===== src/rtl/uart_alu_pkg.sv =====
// Shared types and constants for the uart_alu response path.
// UART_RESP_CHECKSUM_EN adds a trailing XOR checksum byte to each response packet.
package uart_alu_pkg;

    typedef enum logic [1:0] {
        ST_IDLE,
        ST_HDR,
        ST_DATA,
        ST_CSUM
    } pkt_state_e;

    typedef enum logic [1:0] {
        SER_IDLE,
        SER_START,
        SER_DATA,
        SER_STOP
    } ser_state_e;

    localparam int          HDR_LEN   = 4;
    localparam logic [7:0]  RSVD_BYTE = 8'h00;

    // Total packet bytes, header included; the length field carries this value.
    function automatic int pkt_len(input int resultwidth);
`ifdef UART_RESP_CHECKSUM_EN
        return HDR_LEN + resultwidth / 8 + 1;
`else
        return HDR_LEN + resultwidth / 8;
`endif
    endfunction

endpackage


===== src/rtl/uart_tx_byte.sv =====
// 8N1 UART byte serializer: start bit, data LSB first, stop bit.
// A byte offered during the final stop-bit cycle starts the next frame with no idle gap.
module uart_tx_byte
    import uart_alu_pkg::*;
#(
    parameter int datawidth_p    = 8,
    parameter int clks_per_bit_p = 868
) (
    input  logic                   clk_i,
    input  logic                   rst_i,
    input  logic                   byte_valid_i,
    input  logic [datawidth_p-1:0] byte_i,
    output logic                   byte_ready_o,
    output logic                   done_o,
    output logic                   tx_o
);

    localparam int CNTW = (clks_per_bit_p > 1) ? $clog2(clks_per_bit_p) : 1;
    localparam int IDXW = (datawidth_p > 1) ? $clog2(datawidth_p) : 1;

    ser_state_e             state_q;
    logic [CNTW-1:0]        cnt_q;
    logic [IDXW-1:0]        idx_q;
    logic [datawidth_p-1:0] shreg_q;
    logic                   tx_q;

    logic bit_end;
    logic load;

    assign bit_end      = (cnt_q == CNTW'(clks_per_bit_p - 1));
    assign done_o       = (state_q == SER_STOP) && bit_end;
    assign byte_ready_o = (state_q == SER_IDLE) || done_o;
    assign load         = byte_valid_i && byte_ready_o;
    assign tx_o         = tx_q;

    always_ff @(posedge clk_i) begin
        if (rst_i) begin
            state_q <= SER_IDLE;
            cnt_q   <= '0;
            idx_q   <= '0;
            shreg_q <= '0;
            tx_q    <= 1'b1;
        end else if (load) begin
            state_q <= SER_START;
            cnt_q   <= '0;
            idx_q   <= '0;
            shreg_q <= byte_i;
            tx_q    <= 1'b0;
        end else begin
            if (state_q != SER_IDLE) begin
                cnt_q <= bit_end ? '0 : cnt_q + 1'b1;
            end
            if (bit_end) begin
                case (state_q)
                    SER_START: begin
                        state_q <= SER_DATA;
                        tx_q    <= shreg_q[0];
                        shreg_q <= shreg_q >> 1;
                    end
                    SER_DATA: begin
                        if (idx_q == IDXW'(datawidth_p - 1)) begin
                            state_q <= SER_STOP;
                            tx_q    <= 1'b1;
                        end else begin
                            idx_q   <= idx_q + 1'b1;
                            tx_q    <= shreg_q[0];
                            shreg_q <= shreg_q >> 1;
                        end
                    end
                    SER_STOP: begin
                        state_q <= SER_IDLE;
                        tx_q    <= 1'b1;
                    end
                    default: ;
                endcase
            end
        end
    end

endmodule


===== src/rtl/uart_resp_tx.sv =====
// Response packetizer: opcode, reserved, length LSB/MSB, result bytes LSB first, out over 8N1 UART.
// UART_RESP_CHECKSUM_EN appends the XOR of all preceding bytes and counts it in the length.
module uart_resp_tx
    import uart_alu_pkg::*;
#(
    parameter int datawidth_p    = 8,
    parameter int clks_per_bit_p = 868,
    parameter int resultwidth_p  = 32
) (
    input  logic                     clk_i,
    input  logic                     rst_i,
    input  logic                     res_valid_i,
    output logic                     res_ready_o,
    input  logic [7:0]               res_opcode_i,
    input  logic [resultwidth_p-1:0] res_data_i,
    output logic                     tx_o,
    output logic                     busy_o
);

    localparam int NB   = resultwidth_p / 8;
    localparam int LEN  = pkt_len(resultwidth_p);
    localparam int IDXW = $clog2(LEN + 1);

    pkt_state_e               state_q;
    logic [IDXW-1:0]          idx_q;
    logic [7:0]               opcode_q;
    logic [resultwidth_p-1:0] data_q;
    logic                     ready_q;
    logic                     busy_q;

    logic [7:0] pkt_bytes [LEN];
    logic [7:0] cur_byte;
    logic [7:0] ser_byte;
    logic       ser_valid;
    logic       ser_ready;
    logic       ser_done;
    logic       load;

    assign pkt_bytes[0] = opcode_q;
    assign pkt_bytes[1] = RSVD_BYTE;
    assign pkt_bytes[2] = 8'(LEN);
    assign pkt_bytes[3] = 8'(LEN >> 8);

    generate
        for (genvar gi = 0; gi < NB; gi++) begin : g_data_bytes
            assign pkt_bytes[HDR_LEN + gi] = data_q[8*gi +: 8];
        end
    endgenerate

`ifdef UART_RESP_CHECKSUM_EN
    logic [7:0] csum_q;
    assign pkt_bytes[LEN-1] = csum_q;
`endif

    always_comb begin
        cur_byte = '0;
        for (int i = 0; i < LEN; i++) begin
            if (idx_q == IDXW'(i)) begin
                cur_byte = pkt_bytes[i];
            end
        end
    end

    // Byte 0 comes straight from the inputs so the start bit follows the transfer edge.
    assign ser_byte  = (state_q == ST_IDLE) ? res_opcode_i : cur_byte;
    assign ser_valid = (state_q == ST_IDLE) ? (res_valid_i && ready_q)
                                            : (idx_q < IDXW'(LEN));
    assign load      = ser_valid && ser_ready;

    uart_tx_byte #(
        .datawidth_p    (datawidth_p),
        .clks_per_bit_p (clks_per_bit_p)
    ) u_tx_byte (
        .clk_i        (clk_i),
        .rst_i        (rst_i),
        .byte_valid_i (ser_valid),
        .byte_i       (ser_byte),
        .byte_ready_o (ser_ready),
        .done_o       (ser_done),
        .tx_o         (tx_o)
    );

    always_ff @(posedge clk_i) begin
        if (rst_i) begin
            state_q  <= ST_IDLE;
            idx_q    <= '0;
            opcode_q <= '0;
            data_q   <= '0;
            ready_q  <= 1'b0;
            busy_q   <= 1'b0;
`ifdef UART_RESP_CHECKSUM_EN
            csum_q   <= '0;
`endif
        end else if (state_q == ST_IDLE) begin
            if (load) begin
                state_q  <= ST_HDR;
                idx_q    <= IDXW'(1);
                opcode_q <= res_opcode_i;
                data_q   <= res_data_i;
                ready_q  <= 1'b0;
                busy_q   <= 1'b1;
`ifdef UART_RESP_CHECKSUM_EN
                csum_q   <= res_opcode_i;
`endif
            end else begin
                ready_q <= 1'b1;
                busy_q  <= 1'b0;
            end
        end else if (load) begin
            // State names the class of byte now on the wire.
            idx_q <= idx_q + 1'b1;
            if (idx_q < IDXW'(HDR_LEN)) begin
                state_q <= ST_HDR;
            end else if (idx_q < IDXW'(HDR_LEN + NB)) begin
                state_q <= ST_DATA;
            end else begin
                state_q <= ST_CSUM;
            end
`ifdef UART_RESP_CHECKSUM_EN
            csum_q <= csum_q ^ cur_byte;
`endif
        end else if (ser_done) begin
            state_q <= ST_IDLE;
            idx_q   <= '0;
            ready_q <= 1'b1;
            busy_q  <= 1'b0;
        end
    end

    assign res_ready_o = ready_q;
    assign busy_o      = busy_q;

endmodule


===== config.mk =====
export PLATFORM = sky130hd
export DESIGN_NAME = uart_resp_tx
export DESIGN_NICKNAME = d
export VERILOG_FILES = /design/src/rtl/uart_alu_pkg.sv /design/src/rtl/uart_tx_byte.sv /design/src/rtl/uart_resp_tx.sv
export SDC_FILE = /design/constraint.sdc
export NUM_CORES = 1
export LEC_CHECK = 0
export BUFFER_PORTS_ARGS = -buffer_cell sky130_fd_sc_hd__clkbuf_2
export CORE_MARGIN = 8
export CORE_UTILIZATION = 62
export DETAILED_ROUTE_END_ITERATION = 8
export GPL_TIMING_DRIVEN = 1
export PLACE_DENSITY = 0.84
export SLEW_MARGIN = 20
export SYNTH_ARGS = -nofsm -noshare
export SYNTH_HDL_FRONTEND = slang
export SYNTH_SLANG_ARGS = --single-unit

===== constraint.sdc =====
create_clock -name clk_i -period 3.2 [get_ports clk_i]
set_input_delay 0.48 -clock clk_i [delete_from_list [all_inputs] [get_ports clk_i]]
set_output_delay 0.48 -clock clk_i [all_outputs]
set_load 0.01 [all_outputs]

==> results of run 1 <==
==> flip-flops by register name, summed over array words and instances (netlist names) <==
signal             cells
state_q                2
idx_q                  4
u_tx_byte.cnt_q       10
opcode_q               8
u_tx_byte.shreg_q      8
busy_o                 1
u_tx_byte.idx_q        3
u_tx_byte.tx_o         1
res_ready_o            1
u_tx_byte.state_q      2
data_q                32
==> area by class of cell <==
| type | instances | area share [%] |
|---|---|---|
| inverters | 6 | 0.564 |
| clock buffers | 11 | 3.79 |
| well taps | 72 | 2.25 |
| multi-input cells | 330 | 47.8 |
| repair buffers | 52 | 6.95 |
| clock inverters | 5 | 2.57 |
| flip-flops and latches | 72 | 36.1 |
==> report_power, final <==
group,switching (mW),internal (mW)
Sequential,0.176,1.13
Combinational,0.660,0.397
Clock,0.338,0.559
==> cells in the final DEF, fill, tap and decap left out, types with 4 or more instances in the layout <==
master      n
o21ai_0    15
clkbuf_2   45
dfxtp_1    72
ha_1        7
a21o_1      8
xnor2_1     4
a32oi_1     6
a22oi_1     6
nand2_1   105
a211o_1     7
nor2_1     37
inv_1       6
buf_4       7
a211oi_1    4
nand3_1    11
nor2b_1     4
xor2_1      6
clkbuf_8   11
nor3_1      4
a21oi_1    51
o211a_1     6
==> through the flow <==
step | setup slack (ns) | hold WS (ns) | power [mW]
finish | 0.824 | 0.351 | 3.26
global route | 0.673 | 0.342 | 3.46
detailed placement | 0.870 | 0.444 | 2.36
CTS | 0.851 | 0.340 | 3.25
global placement | 0.979 | 0.443 | 2.32
floorplan | 1.41 | 0.433 | 2.13
==> worst min path at each step <==
stage	slack (ns)	start	cells after the start	to
finish	0.35	res_data_i[26]	3	data_q[26]$_SDFFE_PP0P_
global route	0.34	res_data_i[19]	3	data_q[19]$_SDFFE_PP0P_
CTS	0.34	res_data_i[9]	3	data_q[9]$_SDFFE_PP0P_
global placement	0.44	data_q[14]$_SDFFE_PP0P_	2	data_q[14]$_SDFFE_PP0P_
detailed placement	0.44	data_q[14]$_SDFFE_PP0P_	2	data_q[14]$_SDFFE_PP0P_
floorplan	0.43	data_q[10]$_SDFFE_PP0P_	2	data_q[10]$_SDFFE_PP0P_
==> worst min-delay path, delay by kind of cell <==
kind	cells	cell delay [ns]
buffers and inverters	1	0.08
AOI/OAI and AO/OA	1	0.05
and+or+nand+nor	1	0.04
==> per-layer routing <==
layer | vias to the layer above | global-route usage (%) | share of wire, %
met2 | 150 | 31.6 | 45
met1 | 1530 | 26.6 | 45
met3 | 18 | 4.28 | 7.3
met4 | 0 | 9.41 | 2.3
li1 | 1592 | - | -
met5 | - | 0 | 0
==> cells by family after synthesis <==
kind of cell             Yosys count  share of synthesized area (%)
AND/OR/NAND/NOR                  185                           24.5
AO/OA/AOI/OAI                    125                           23.8
flip-flops                        72                           40.8
buffers and inverters             36                           5.20
XOR/XNOR                          10                           2.48
adder cells (fa/ha/maj)            7                           2.48
multiplexers                       3                          0.849
==> flow_metrics.py, run 1 <==
metrics = {
    "synthesis": {
        "yosys_warnings": 0,
        "synth_fp_nets": 488,
        "syn-cell-area_sq_um": 3540,
        "synth_ff_type": "dfxtp_1",
        "synthDistinctLibCells": 56,
        "yosysSeqAreaShare_pct": 40.8,
        "ys_top_cells_by_count": "105 x nand2_1, 72 x dfxtp_1, 51 x a21oi_1, 37 x nor2_1, 17 x clkbuf_1",
        "async_reset_ff_share_pct": 0,
        "yosysTopAreaCell": "dfxtp_1",
        "synthCells": 438,
        "synth-seq-cells": 72,
        "synth_area_leaders": "dfxtp_1 41%, nand2_1 11%, a21oi_1 7.2%",
        "synth_edf_count": 0,
        "yosysMostFrequentCell": "nand2_1",
        "syn_area_per_cell_sq_um": 8.07,
        "yosysTopAreaCellShare_pct": 40.8,
    },
    "cells_and_area": {
        "drive_gt1_share_pct": 16.8,
        "fin_cells": 548,
        "final_nets": 521,
        "multi_input_area_sq_um": 1910,
        "fin_util_pct": 72.6,
        "syn_to_final_growth_pct": 13.0,
        "stdcell_area_sq_um": 4000,
        "fill_cells": 428,
        "antenna_cells": 0,
        "seq_area_sq_um": 1440,
    },
    "routing": {
        "vias": 3290,
        "drt_iter0_markers": 286,
        "drt_wl_total_microns": 8590,
        "wire_per_inst_microns": 15.7,
        "route.detailed.drc": 0,
        "via_per_inst": 6.00,
        "drtAntennaViolNets": 0,
        "firstDrtPassIters": 5,
    },
    "global_routing": {
        "track_usage_pct": 20.5,
        "antenna_found_initial": 0,
        "grt_max_degree": 41,
        "overflow": 0,
        "grt_pass1_vias": 3117,
        "grt_pass1_wl_microns": 14300,
    },
    "clock_tree": {
        "cts_root_buf": "clkbuf_8",
        "cts_setup_buffers": 0,
        "cts_made_buffers": 9,
        "clock_sinks": 72,
        "clk_pin_slew_ns": 0.07,
        "insertion_delay_ns": 0.34,
        "cts_tree": "yes",
        "h-tree-depth": 3,
        "cts_resized": 0,
        "postCtsHoldBufs": 0,
        "clk_path_buf_depth": 2,
    },
    "critical_path": {
        "critPathKind": "reg -> reg",
        "critPathBufInv": 0,
        "rrSetupSlack_ns": 0.82,
        "rr_startpoint": "idx_q[0]$_SDFFE_PP0P_",
        "timing.rr.end": "u_tx_byte.shreg_q[7]$_SDFFE_PP0P_",
        "path_cells": "ha_1 > nor4_2 > nand3_1 > a21oi_1 > o211ai_1 > a311oi_2",
        "critical_path.max_fanout": 23,
        "cp-end-kind": "register",
        "crit_path_top_delay_cell": "nor4_2",
        "worst_ep_arrival_time_ns": 2.63,
        "crit_start": "idx_q[0]$_SDFFE_PP0P_",
        "cp.required_ns": 3.45,
        "endpoint": "u_tx_byte.shreg_q[7]$_SDFFE_PP0P_",
        "worst_r2r_path_depth": 6,
        "crit_family": "simple AND/OR/NAND/NOR gates",
        "crit_path_max_incr_delay_ns": 0.69,
        "cp_num_cells": 6,
        "crit_path_start_kind": "register",
    },
    "timing": {
        "setup_tns_ns": 0,
        "maxSlewViolCount": 0,
        "grt_setup_unrepaired": "false",
        "worst_pin_slew_ns": 0.855,
        "slew_headroom_pct": 43.0,
        "setup_viol": 0,
        "skew_ns": 0.00521,
        "max_freq_ghz": 0.421,
        "hold_viol_final": 0,
        "period_share_pct": 74.2,
        "timing.final.crit_period_ns": 2.38,
    },
    "die": {
        "rows": 27,
        "ios": 46,
        "coreArea_sq_um": 5510,
        "initial_core_util_pct": 64.2,
        "die_area_sq_um": 8380,
        "fp.dieH_microns": 91.5,
        "die_w_microns": 91.5,
    },
    "place": {
        "port_buffers": 45,
        "placed_cells": 532,
        "routabilityCongestion": 0.858,
        "dpl_cell_area_sq_um": 3740,
        "hpwl_microns": 6110,
    },
    "min_path": {
        "hold_class": "in -> reg",
    },
    "power_and_ir_drop": {
        "cellPowerDensity_nw_per_um2": 816,
        "power.leakage_nw": 1.63,
        "max-vdd-ir-drop_mv": 0.461,
    },
    "job": {
        "maxCapViolCount": 0,
    },
    "outcome": {
        "status": "finished clean",
    },
}
(Power assumes the default switching activity.)
==> inputs of run 2 (changes only) <==
Settings changed: CORE_UTILIZATION 62 to 57, PLACE_DENSITY 0.84 to 0.78.
Clock period 3.2 ns to 2.3 ns, I/O delays scaled along.
==> run 2 against run 1 <==
  * Wire length rose by 1.7%
  * Worst setup slack worse by 0.57 ns
  * Combinational power grew 51%
  * Count of clock-buffer cells in the layout decreased by 2
  * Clock power is 36% higher
  * Sequential power increased by 39%
  * Sequential cell count did not move
  * Cell count grew 1.6%
  * Global-route usage decreased by 0.22 points
  * Register-to-register slack worse by 0.57 ns
  * Critical path depth rose by 2
  * First-iteration DRC count is 23% higher
  * Critical endpoint unchanged
  * Largest cell class unchanged
  * Largest power group unchanged
==> flow_metrics.py, run 2 (synthesis results as in run 1) <==
metrics = {
    "clock_tree": {
        "cts_resized": 0,
        "clock_sinks": 72,
        "clk_pin_slew_ns": 0.08,
        "insertion_delay_ns": 0.35,
        "h-tree-depth": 3,
        "cts_tree": "yes",
        "cts_setup_buffers": 0,
        "cts_made_buffers": 9,
        "postCtsHoldBufs": 0,
        "clk_path_buf_depth": 2,
        "cts_root_buf": "clkbuf_8",
    },
    "routing": {
        "drt_iter0_markers": 353,
        "drt_wl_total_microns": 8730,
        "drtAntennaViolNets": 0,
        "firstDrtPassIters": 7,
        "wire_per_inst_microns": 15.7,
        "vias": 3252,
        "via_per_inst": 5.84,
        "route.detailed.drc": 0,
    },
    "global_routing": {
        "antenna_found_initial": 0,
        "grt_pass1_wl_microns": 14400,
        "grt_use_met1_pct": 27.8,
        "met2_usage_pct": 30.1,
        "top_usage_layer": "met2",
        "track_usage_pct": 20.2,
        "overflow": 0,
        "grt_pass1_vias": 2997,
        "grt_max_degree": 41,
        "met3_usage_pct": 4.37,
    },
    "timing": {
        "grt_setup_unrepaired": "false",
        "maxSlewViolCount": 0,
        "whs_ns": 0.204,
        "timing.final.crit_period_ns": 2.05,
        "worst_pin_slew_ns": 0.724,
        "setup_viol": 0,
        "max_freq_ghz": 0.488,
        "skew_ns": 0.00660,
        "period_share_pct": 89.2,
        "slew_headroom_pct": 51.7,
        "hold_viol_final": 0,
        "setup_tns_ns": 0,
    },
    "cells_and_area": {
        "antenna_cells": 0,
        "final_nets": 527,
        "fin_cells": 557,
        "largest_reg_flops": 32,
        "top_register": "data_q",
        "drive_gt1_share_pct": 17.8,
        "fill_cells": 524,
        "seq_area_sq_um": 1440,
        "final_cell_mix": "105 x nand2_1, 72 x dfxtp_1, 51 x a21oi_1",
        "top_regs": "data_q x32, u_tx_byte.cnt_q x10",
        "syn_to_final_growth_pct": 14.8,
        "final_common_cell": "nand2_1",
        "multi_input_area_sq_um": 1910,
    },
    "place": {
        "hpwl_microns": 6290,
        "port_buffers": 45,
        "routabilityCongestion": 0.885,
        "placed_cells": 541,
    },
    "die": {
        "initial_core_util_pct": 59.4,
        "rows": 28,
        "coreArea_sq_um": 5960,
        "fp.dieH_microns": 94.8,
        "ios": 46,
        "die_w_microns": 94.8,
        "die_area_sq_um": 8980,
    },
    "critical_path": {
        "worst_ep_arrival_time_ns": 2.31,
        "crit_path_start_kind": "register",
        "worst_r2r_path_depth": 8,
        "cp-end-kind": "register",
        "cp.required_ns": 2.56,
        "critPathKind": "reg -> reg",
        "critical_path.max_fanout": 7,
    },
    "min_path": {
        "hold_class": "in -> reg",
        "worstHoldPathCells": 3,
    },
    "power_and_ir_drop": {
        "max-vdd-ir-drop_mv": 0.687,
        "power.leakage_nw": 1.66,
        "cellPowerDensity_nw_per_um2": 1140,
    },
    "job": {
        "maxCapViolCount": 0,
    },
    "outcome": {
        "status": "finished clean",
    },
}
[run 2: cell count changes in the layout (fill, tap and decap cells not counted), sizes merged]
cell / previous run / this run
buf: 7 / 13
clkinv: 1 / 3
clkbuf: 56 / 54
[run 2: cell type report]
type	count	share of cell area, %
multi-input cells	330	47.1
inverters	6	0.555
clock inverters	7	2.96
flip-flops and latches	72	35.5
repair buffers	58	8.57
well taps	75	2.31
clock buffers	9	3.05
[run 2: per-layer routing]
layer	share of wire [%]	wire, microns
met3	6.5	565
met1	47	4060
met2	46	3990
met5	0	0
met4	1.2	107
[run 2: through the flow]
step | utilization [%] | total power [mW] | instance area (sq um) | setup WS (ns)
after floorplan | - | 2.97 | 3540 | 0.507
after global placement | 64.1 | 3.38 | 3820 | 0.325
after detailed placement | 64.1 | 3.43 | 3820 | 0.312
after CTS | 68.2 | 4.63 | 4060 | 0.291
after global routing | 68.2 | 4.91 | 4060 | 0.0884
final | 68.2 | 4.64 | 4060 | 0.250
[run 2: power breakdown]
part	leakage, nW	total [mW]	internal [mW]	switching (mW)
combinational	0.955	1.60	0.638	0.961
clock	0.119	1.22	0.722	0.496
sequential	0.587	1.82	1.57	0.247
[run 2: path summary, 6_finish.rpt]
check,start,end,slack (ns)
setup / recovery,idx_q[0]$_SDFFE_PP0P_,u_tx_byte.shreg_q[7]$_SDFFE_PP0P_,0.25
hold / removal,res_data_i[3],data_q[3]$_SDFFE_PP0P_,0.20
setup reg to reg,idx_q[0]$_SDFFE_PP0P_,u_tx_byte.shreg_q[7]$_SDFFE_PP0P_,0.25
hold reg to reg,data_q[24]$_SDFFE_PP0P_,data_q[24]$_SDFFE_PP0P_,0.46
[run 2: worst max-delay path, cell delays in order (launching register included)]
cell and delay (ns):
dfxtp_1 0.43, inv_1 0.10, ha_1 0.30, nor4_2 0.28, buf_4 0.20, nand3_1 0.08, a21oi_1 0.14, o211ai_1 0.13
a311oi_2 0.29
